===== config.mk =====
export PLATFORM = sky130hd
export DESIGN_NAME = rfft_pe_sched
export DESIGN_NICKNAME = d
export VERILOG_FILES = /design/src/rtl/rfft_pe_sched.sv
export SDC_FILE = /design/constraint.sdc
export NUM_CORES = 1
export LEC_CHECK = 0
export CORE_ASPECT_RATIO = 0.8
export CORE_MARGIN = 1.5
export CORE_UTILIZATION = 59
export DETAILED_ROUTE_END_ITERATION = 8
export PLACE_DENSITY = 0.83
export SLEW_MARGIN = 40
export SYNTH_ARGS = -nofsm -noshare
export SYNTH_HDL_FRONTEND = slang
export SYNTH_SLANG_ARGS = --single-unit

===== constraint.sdc =====
create_clock -name Clk -period 5.7 [get_ports Clk]
set_input_delay 1.425 -clock Clk [delete_from_list [all_inputs] [get_ports Clk]]
set_output_delay 1.425 -clock Clk [all_outputs]
set_load 0.05 [all_outputs]

===== src/rtl/rfft_pe_sched.sv =====
// Stage/group scheduler for the 4-input butterfly PE of the RFFT datapath.
// Issues one group read per cycle, with the twiddle address and a bypass flag.
// It replays the reads as write-back strobes once the memory and PE latency
// have elapsed, and holds back each new stage until all its writes have drained.
module rfft_pe_sched #(
  parameter int ADDR_W = 6,
  parameter int NSTAGE = 4,
  parameter int RD_LAT = 1,
  parameter int PE_LAT = 4
) (
  input  logic              Clk,
  input  logic              Reset,
  input  logic              start,
  input  logic              hold,
  output logic              busy,
  output logic              done,
  output logic [2:0]        stage,
  output logic              rd_en,
  output logic [ADDR_W-1:0] rd_addr,
  output logic [ADDR_W-1:0] tf_addr,
  output logic              bypass_n,
  output logic              wr_en,
  output logic [ADDR_W-1:0] wr_addr
);

  localparam int D     = RD_LAT + PE_LAT;
  localparam int CNT_W = $clog2(D + 1);

  typedef enum logic [1:0] {S_IDLE, S_ISSUE, S_DRAIN, S_DONE} state_t;

  state_t            state_q, state_d;
  logic [ADDR_W-1:0] g_q, g_d;
  logic [2:0]        stage_q, stage_d;
  logic [CNT_W-1:0]  cnt_q, cnt_d;
  logic              busy_q, busy_d;
  logic              done_q, done_d;
  logic              rd_en_q;
  logic [ADDR_W-1:0] rd_addr_q, tf_addr_q;

  // Group issued in the coming cycle (if any); the first group of a stage is
  // launched directly from IDLE or from the last DRAIN cycle so that reads
  // follow the previous stage's final write with no idle cycle in between.
  logic              issue;
  logic [ADDR_W-1:0] issue_g;
  logic [2:0]        issue_stage;
  logic [ADDR_W-1:0] tf_d;

  // Delay lines following the issued reads down to the write-back port.
  logic              vld_q  [D];
  logic [ADDR_W-1:0] waddr_q[D];
  logic              byp_n_q[D];

  // Next-state, issue decision and twiddle address.
  always_comb begin
    state_d     = state_q;
    g_d         = g_q;
    stage_d     = stage_q;
    cnt_d       = cnt_q;
    done_d      = 1'b0;
    issue       = 1'b0;
    issue_g     = g_q;
    issue_stage = stage_q;
    unique case (state_q)
      S_IDLE: begin
        if (start) begin
          issue       = 1'b1;
          issue_g     = '0;
          stage_d     = '0;
          issue_stage = '0;
        end
      end
      S_ISSUE: begin
        if (!hold) begin
          issue = 1'b1;
        end
      end
      S_DRAIN: begin
        if (cnt_q == '0) begin
          if (int'(stage_q) < NSTAGE - 1) begin
            issue       = 1'b1;
            issue_g     = '0;
            stage_d     = stage_q + 3'd1;
            issue_stage = stage_q + 3'd1;
          end else begin
            state_d = S_DONE;
            done_d  = 1'b1;
          end
        end else begin
          cnt_d = cnt_q - 1'b1;
        end
      end
      S_DONE: begin
        state_d = S_IDLE;
      end
      default: begin
        state_d = S_IDLE;
      end
    endcase
    if (issue) begin
      if (issue_g == '1) begin
        state_d = S_DRAIN;
        cnt_d   = CNT_W'(D);
        g_d     = '0;
      end else begin
        state_d = S_ISSUE;
        g_d     = issue_g + 1'b1;
      end
    end
    tf_d   = issue_g << issue_stage;
    busy_d = (state_d != S_IDLE);
  end

  // FSM state, group/stage counters and drain counter.
  always_ff @(posedge Clk) begin
    if (Reset) begin
      state_q <= S_IDLE;
      g_q     <= '0;
      stage_q <= '0;
      cnt_q   <= '0;
      busy_q  <= 1'b0;
      done_q  <= 1'b0;
    end else begin
      state_q <= state_d;
      g_q     <= g_d;
      stage_q <= stage_d;
      cnt_q   <= cnt_d;
      busy_q  <= busy_d;
      done_q  <= done_d;
    end
  end

  // Read-side output registers; addresses hold their last issued value.
  always_ff @(posedge Clk) begin
    if (Reset) begin
      rd_en_q   <= 1'b0;
      rd_addr_q <= '0;
      tf_addr_q <= '0;
    end else begin
      rd_en_q <= issue;
      if (issue) begin
        rd_addr_q <= issue_g;
        tf_addr_q <= tf_d;
      end
    end
  end

  // Write-back and bypass delay lines; cleared on reset to drop in-flight writes.
  always_ff @(posedge Clk) begin
    if (Reset) begin
      for (int i = 0; i < D; i++) begin
        vld_q[i]   <= 1'b0;
        waddr_q[i] <= '0;
        byp_n_q[i] <= 1'b1;
      end
    end else begin
      vld_q[0]   <= rd_en_q;
      waddr_q[0] <= rd_addr_q;
      byp_n_q[0] <= !(issue && (tf_d == '0));
      for (int i = 1; i < D; i++) begin
        vld_q[i]   <= vld_q[i-1];
        waddr_q[i] <= waddr_q[i-1];
        byp_n_q[i] <= byp_n_q[i-1];
      end
    end
  end

  assign busy     = busy_q;
  assign done     = done_q;
  assign stage    = stage_q;
  assign rd_en    = rd_en_q;
  assign rd_addr  = rd_addr_q;
  assign tf_addr  = tf_addr_q;
  assign bypass_n = byp_n_q[D-1];
  assign wr_en    = vld_q[D-1];
  assign wr_addr  = waddr_q[D-1];

endmodule


* Word-level counts from Yosys, hierarchy flattened
Memories as Yosys holds them, arrays and structs flattened.
Cells that the tools add are included.
** Operators by class
- Add/sub/neg operators :: 3
- Magnitude comparators :: 1
- Equality and inequality tests :: 4
- Shifts and indexed selects :: 1
- Muxes and demuxes :: 42
- Bitwise operators :: 17
- Reductions and logical operators :: 7
** Operators by type and width (number)
- 6-bit two-way mux :: 9
- 3-bit two-way mux :: 7
- 1-bit two-way mux :: 18
- 1-bit bitwise OR :: 15
- 6-bit one-hot mux with 2 select lines :: 1
- 2-bit two-way mux :: 4
- 6-bit by 1-bit adder with 6-bit output, second input constant :: 1
- 6-bit equality test, second input constant :: 1
- 6-bit zero test :: 1
- 3-bit one-hot mux with 2 select lines :: 1
- 6-bit by 3-bit << shifter with 6-bit output :: 1
- 2-bit equality test, second input constant :: 2
- 2-bit one-hot mux with 2 select lines :: 1
- 3-bit by 1-bit adder with 3-bit output, second input constant :: 1
- 3-bit zero test :: 1
- 3-bit by 2-bit < comparator with 1-bit output, second input constant :: 1
- 1-bit one-hot mux with 3 select lines :: 1
- 3-bit OR reduction :: 1
- 3-bit by 1-bit subtractor with 3-bit output, second input constant :: 1
- 2-bit by 1-bit equality test with 1-bit output, second input constant :: 1
- 2-bit zero test :: 1
- 1-bit inverter :: 2
- 2-bit nonzero test :: 1
- 1-bit logical AND :: 1
- 1-bit zero test :: 1
** Word-level totals
- Register bits after elaboration :: 29
- RAM bits :: 40
- Input bits :: 4
- Output and inout bits :: 26
- Word-level logic and storage cells :: 87
- Memories :: 3
** Memory list
- waddr_q :: depth 5, bits a word 6, rd ports 5, clocked after Yosys merged registers in 0, write ports 5, RTL line 50 : logic [ADDR_W-1:0] waddr_q[D];
- byp_n_q :: depth 5, bits a word 1, rd ports 5, clocked after Yosys merged registers in 0, write ports 5, RTL line 51 : logic byp_n_q[D];
- vld_q :: depth 5, bits a word 1, rd ports 5, clocked after Yosys merged registers in 0, write ports 5, RTL line 49 : logic vld_q [D];

* Logic depth before layout (Yosys ltp)
- Word-level depth :: 9
- Gate-level depth with buffers :: 13

* Least setup slack after synthesis
No wires, ideal clock.
- Path type :: input port to flip-flop
- Start :: input start
- End :: register cnt_q[1]
- Library setup time :: 0.103 ns
- Arrival time :: 3.279 ns
- Data required time :: 5.597 ns
- Setup slack :: 2.317 ns
- Cell stages on the path :: 11
- Path through :: or3b_1 buf_4 o21a_4 buf_6 and2_1 ha_1 and3_1 and4_1 nand2_1 inv_1 a2111oi_2
** On the way
- Cells in the longest elaborated chain, start to end :: 5
- Elaborated cells between the ends (all ways) :: 7
** Ends and longest elaborated chain
- start, declared :: RTL line 13 : input logic start,
- 6-bit two-way mux :: RTL line 65 : if (start) begin
- 6-bit one-hot mux with 2 select lines :: RTL line 63 : unique case (state_q)
- 6-bit equality test :: RTL line 100 : if (issue_g == '1) begin
- 3-bit two-way mux :: RTL line 100
- 3-bit two-way mux (*) :: RTL line 99 : if (issue) begin
- end signal, assigned :: RTL line 126 : cnt_q <= cnt_d;
- end, declared :: RTL line 34 : logic [CNT_W-1:0] cnt_q, cnt_d;
Every way passes the cells marked *; elsewhere a longest branch is shown, timed or not.
A chain may end at the register's enable or synchronous reset.

* Final worst setup path
- Start :: input start
- End :: register g_q[3]
** On the way
- Cells in the longest elaborated chain, start to end :: 4
- Elaborated cells between the ends (all ways) :: 7
** Ends and longest elaborated chain
- 6-bit two-way mux (*) :: RTL line 65
- 6-bit one-hot mux with 2 select lines (*) :: RTL line 63
- via issue_g[0] :: RTL line 44 : logic [ADDR_W-1:0] issue_g;
- 6-bit by 1-bit adder with 6-bit output or 6-bit equality test (tied branches) :: RTL line 106, 100
- 6-bit two-way mux (*) :: RTL line 100
- end signal, assigned :: RTL line 124 : g_q <= g_d;
- end, declared :: RTL line 32 : logic [ADDR_W-1:0] g_q, g_d;
The timed path passes the listed nets; every way through them passes the cells marked *.

==> metrics.yaml <==
detailed_routing:
  routed_wl_microns: 4750
  vias_per_cell: 5.43
  drc_errors: 0
  drtAntennaViolNets: 0
  drt-pass1-iter-count: 5
  wl_per_cell_microns: 13.6
  vias: 1894
  first_iter_violations: 105
worst_setup_path:
  required_ps: 5970
  criticalPathCategory: "in2reg"
  start_kind: "primary input"
  endpoint_kind: "flop"
  path_max_fanout: 14
  slowest_stage: "or3b_1"
  crit_arrival_ps: 4100
  slowest_delay_ps: 540
  path_cells: "clkdlybuf4s50_1 > or3b_1 > o21a_4 > nand2_1 > inv_1 > ha_1 > and3_1 > and4_1 > nor2_1 > nand4b_1 > a31oi_1"
pwr:
  power_frac_clock: 0.431
  power_density_nw_per_um2: 324
  leakage_uw: 0.00118
  p_sw_uw: 241
  max-vdd-ir-drop_mv: 0.295
  intPower_uw: 778
  comb_power_share: 0.077
  p_seq_frac: 0.493
  p_sw_frac: 0.237
clock_tree:
  cts_root_buf: "clkbuf_8"
  cts_max_path_buffers: 2
  post_cts_buffers: 0
  cts_tree: "done"
  ctsResizeCount: 0
  cts_buffers: 9
  insertion_delay_ps: 350
  cts_hold_buf: 0
  cts_max_level: 3
  cts.sinks: 69
  clk_pin_slew_worst_paths_ps: 70
outcome:
  status: "finished clean"
sta:
  drv_slew: 0
  worst_pin_slew_ps: 723
  fin_crit_ps: 3830
  fin_worst_skew_ps: 7.26
  fin_tns_setup_ps: 0
  rsz0062_at_grt: "no"
  finalHoldViolCount: 0
  fmaxAchievable_mhz: 261
  setup_viol: 0
  setup_slack_ps: 1870
  relSlewSlack: 0.513
  fin_crit_sh: 0.671
floorplan:
  std_cell_rows: 21
  initial_core_util: 0.631
  die-area_sq_um: 5000
  ios: 30
  die_h_microns: 63.5
  fp.dieW_microns: 78.7
  coreArea_sq_um: 4280
logic_synthesis:
  synth_edf_count: 0
  yosys_register_bits: 69
  async_flop_share: 0
  netlist_area_sq_um: 2700
  synth-main-ff-cell: "dfxtp_1"
  ys_warn_count: 0
  yosysUniqueCellTypes: 56
  syn-mean-instance-area_sq_um: 10.0
  synth_cells: 269
  ys_seq_area_frac: 0.511
  synth_nets: 277
global_routing:
  overflow: 0
  grtUsageTotal: 0.218
  grt_max_degree: 67
  grt_pass1_vias: 1722
  grt_antenna_before_repair: 0
  grt_pass1_wl_microns: 8090
cells_and_area:
  final_nets: 296
  final_cell_mix: "69 x dfxtp_1, 36 x nor2b_1, 28 x clkdlybuf4s50_1"
  syn2layout_area_growth_pct: 16.4
  antenna_cells: 0
  final_common_cell: "dfxtp_1"
  drive_gt1_frac: 0.120
placement:
  place_hpwl_microns: 2960
  place_ws_ps: 1600
  io_buffers: 29
  gp_congestion: 0.868
run:
  cap_violations: 0
hold_path:
  hp-class: "reg2reg"
==> metal layers <==
layer	GRT usage	vias up	wire length (microns)
met5	0	-	0
met4	0.0938	0	87
met1	0.284	864	2260
met3	0.0986	9	370
met2	0.308	66	2040
li1	-	955	-
==> sequential cells by signal, indices dropped and copies added (netlist names) <==
signal and cells:
rd_addr 6, rd_en 1, tf_addr 6, state_q 2, waddr_q 30, stage 3
cnt_q 3, g_q 6, byp_n_q 5, done 1, vld_q 5, busy 1
==> critical path, delay by kind of cell <==
kind / cells / cell delay [ps]
compound gates: 2 / 420
fa+ha+maj: 1 / 220
buf+inv: 2 / 590
simple gates: 6 / 1440
==> path summary, 6_finish.rpt <==
| kind | cells after the start | start | slack (ps) | to |
|---|---|---|---|---|
| worst min register to register | 1 | byp_n_q[0][2] | 410 | byp_n_q[0][3] |
| worst max-delay path | 11 | start | 1870 | g_q[3] |
| worst max register to register | 10 | state_q[0] | 2980 | g_q[3] |
| worst min-delay path | 1 | byp_n_q[0][2] | 410 | byp_n_q[0][3] |
==> synthesized netlist by cell type (all sizes together) (2+ instances only) <==
cell	count	area, sq um
o21ai	4	20.0
nor4	2	18.8
nor3	10	50.1
dfxtp	69	1380
o211ai	2	28.8
a2bb2oi	3	26.3
nand3b	2	15.0
a21boi	4	30.0
clkbuf	7	26.3
a32oi	2	36.3
and3	3	18.8
or2	4	25.0
a21oi	11	55.1
o21a	2	22.5
nor2b	36	225
a31oi	4	31.3
a211oi	5	42.5
a22oi	5	51.3
ha	4	50.1
nand4	2	12.5
nand2	21	86.3
mux2i	5	53.8
nor2	22	85.1
inv	5	18.8
nor3b	2	25.0
nand3	3	15.0
buf	14	111
==> stage by stage <==
stage          total power (uW)  instance area (sq um)  std cells  hold WS [ps]  utilization
5_1_grt                    1060                   3150        349           419        0.734
3_3_place_gp                589                   2920        334           393        0.682
3_5_place_dp                590                   2920        334           393        0.683
4_1_cts                    1030                   3150        349           410        0.734
2_1_floorplan               574                   2700        269           389            -
6_report                   1020                   3150        349           411        0.734
==> power by group through the flow <==
| stage | clock (uW) | combinational [uW] | sequential [uW] |
|---|---|---|---|
| floorplan | 0 | 44.7 | 529 |
| global placement | 0 | 76.7 | 513 |
| detailed placement | 0 | 77.5 | 513 |
| CTS | 448 | 78.8 | 502 |
| global route | 474 | 84.5 | 503 |
| finish | 439 | 78.3 | 502 |
==> cell families (layout without fill, tap and decap cells) <==
group | count (synthesis) | in the layout | synth area share
AND/OR/NAND/NOR | 115 | 115 | 0.239
flip-flops | 69 | 69 | 0.511
AO/OA/AOI/OAI | 48 | 48 | 0.147
buffers and inverters | 26 | 49 | 0.0579
multiplexers | 5 | 5 | 0.0199
adder cells (fa/ha/maj) | 4 | 4 | 0.0185
XOR/XNOR | 2 | 2 | 0.00648
==> final cells by class <==
type / instances / area, sq um
multi-input combinational: 174 / 1160
tap: 57 / 71.3
inverter: 5 / 18.8
clock inverter: 5 / 83.8
fill: 311 / 1140
sequential: 69 / 1380
timing repair buffer: 29 / 288
clock buffer: 10 / 138
(Power assumes the default switching activity.)
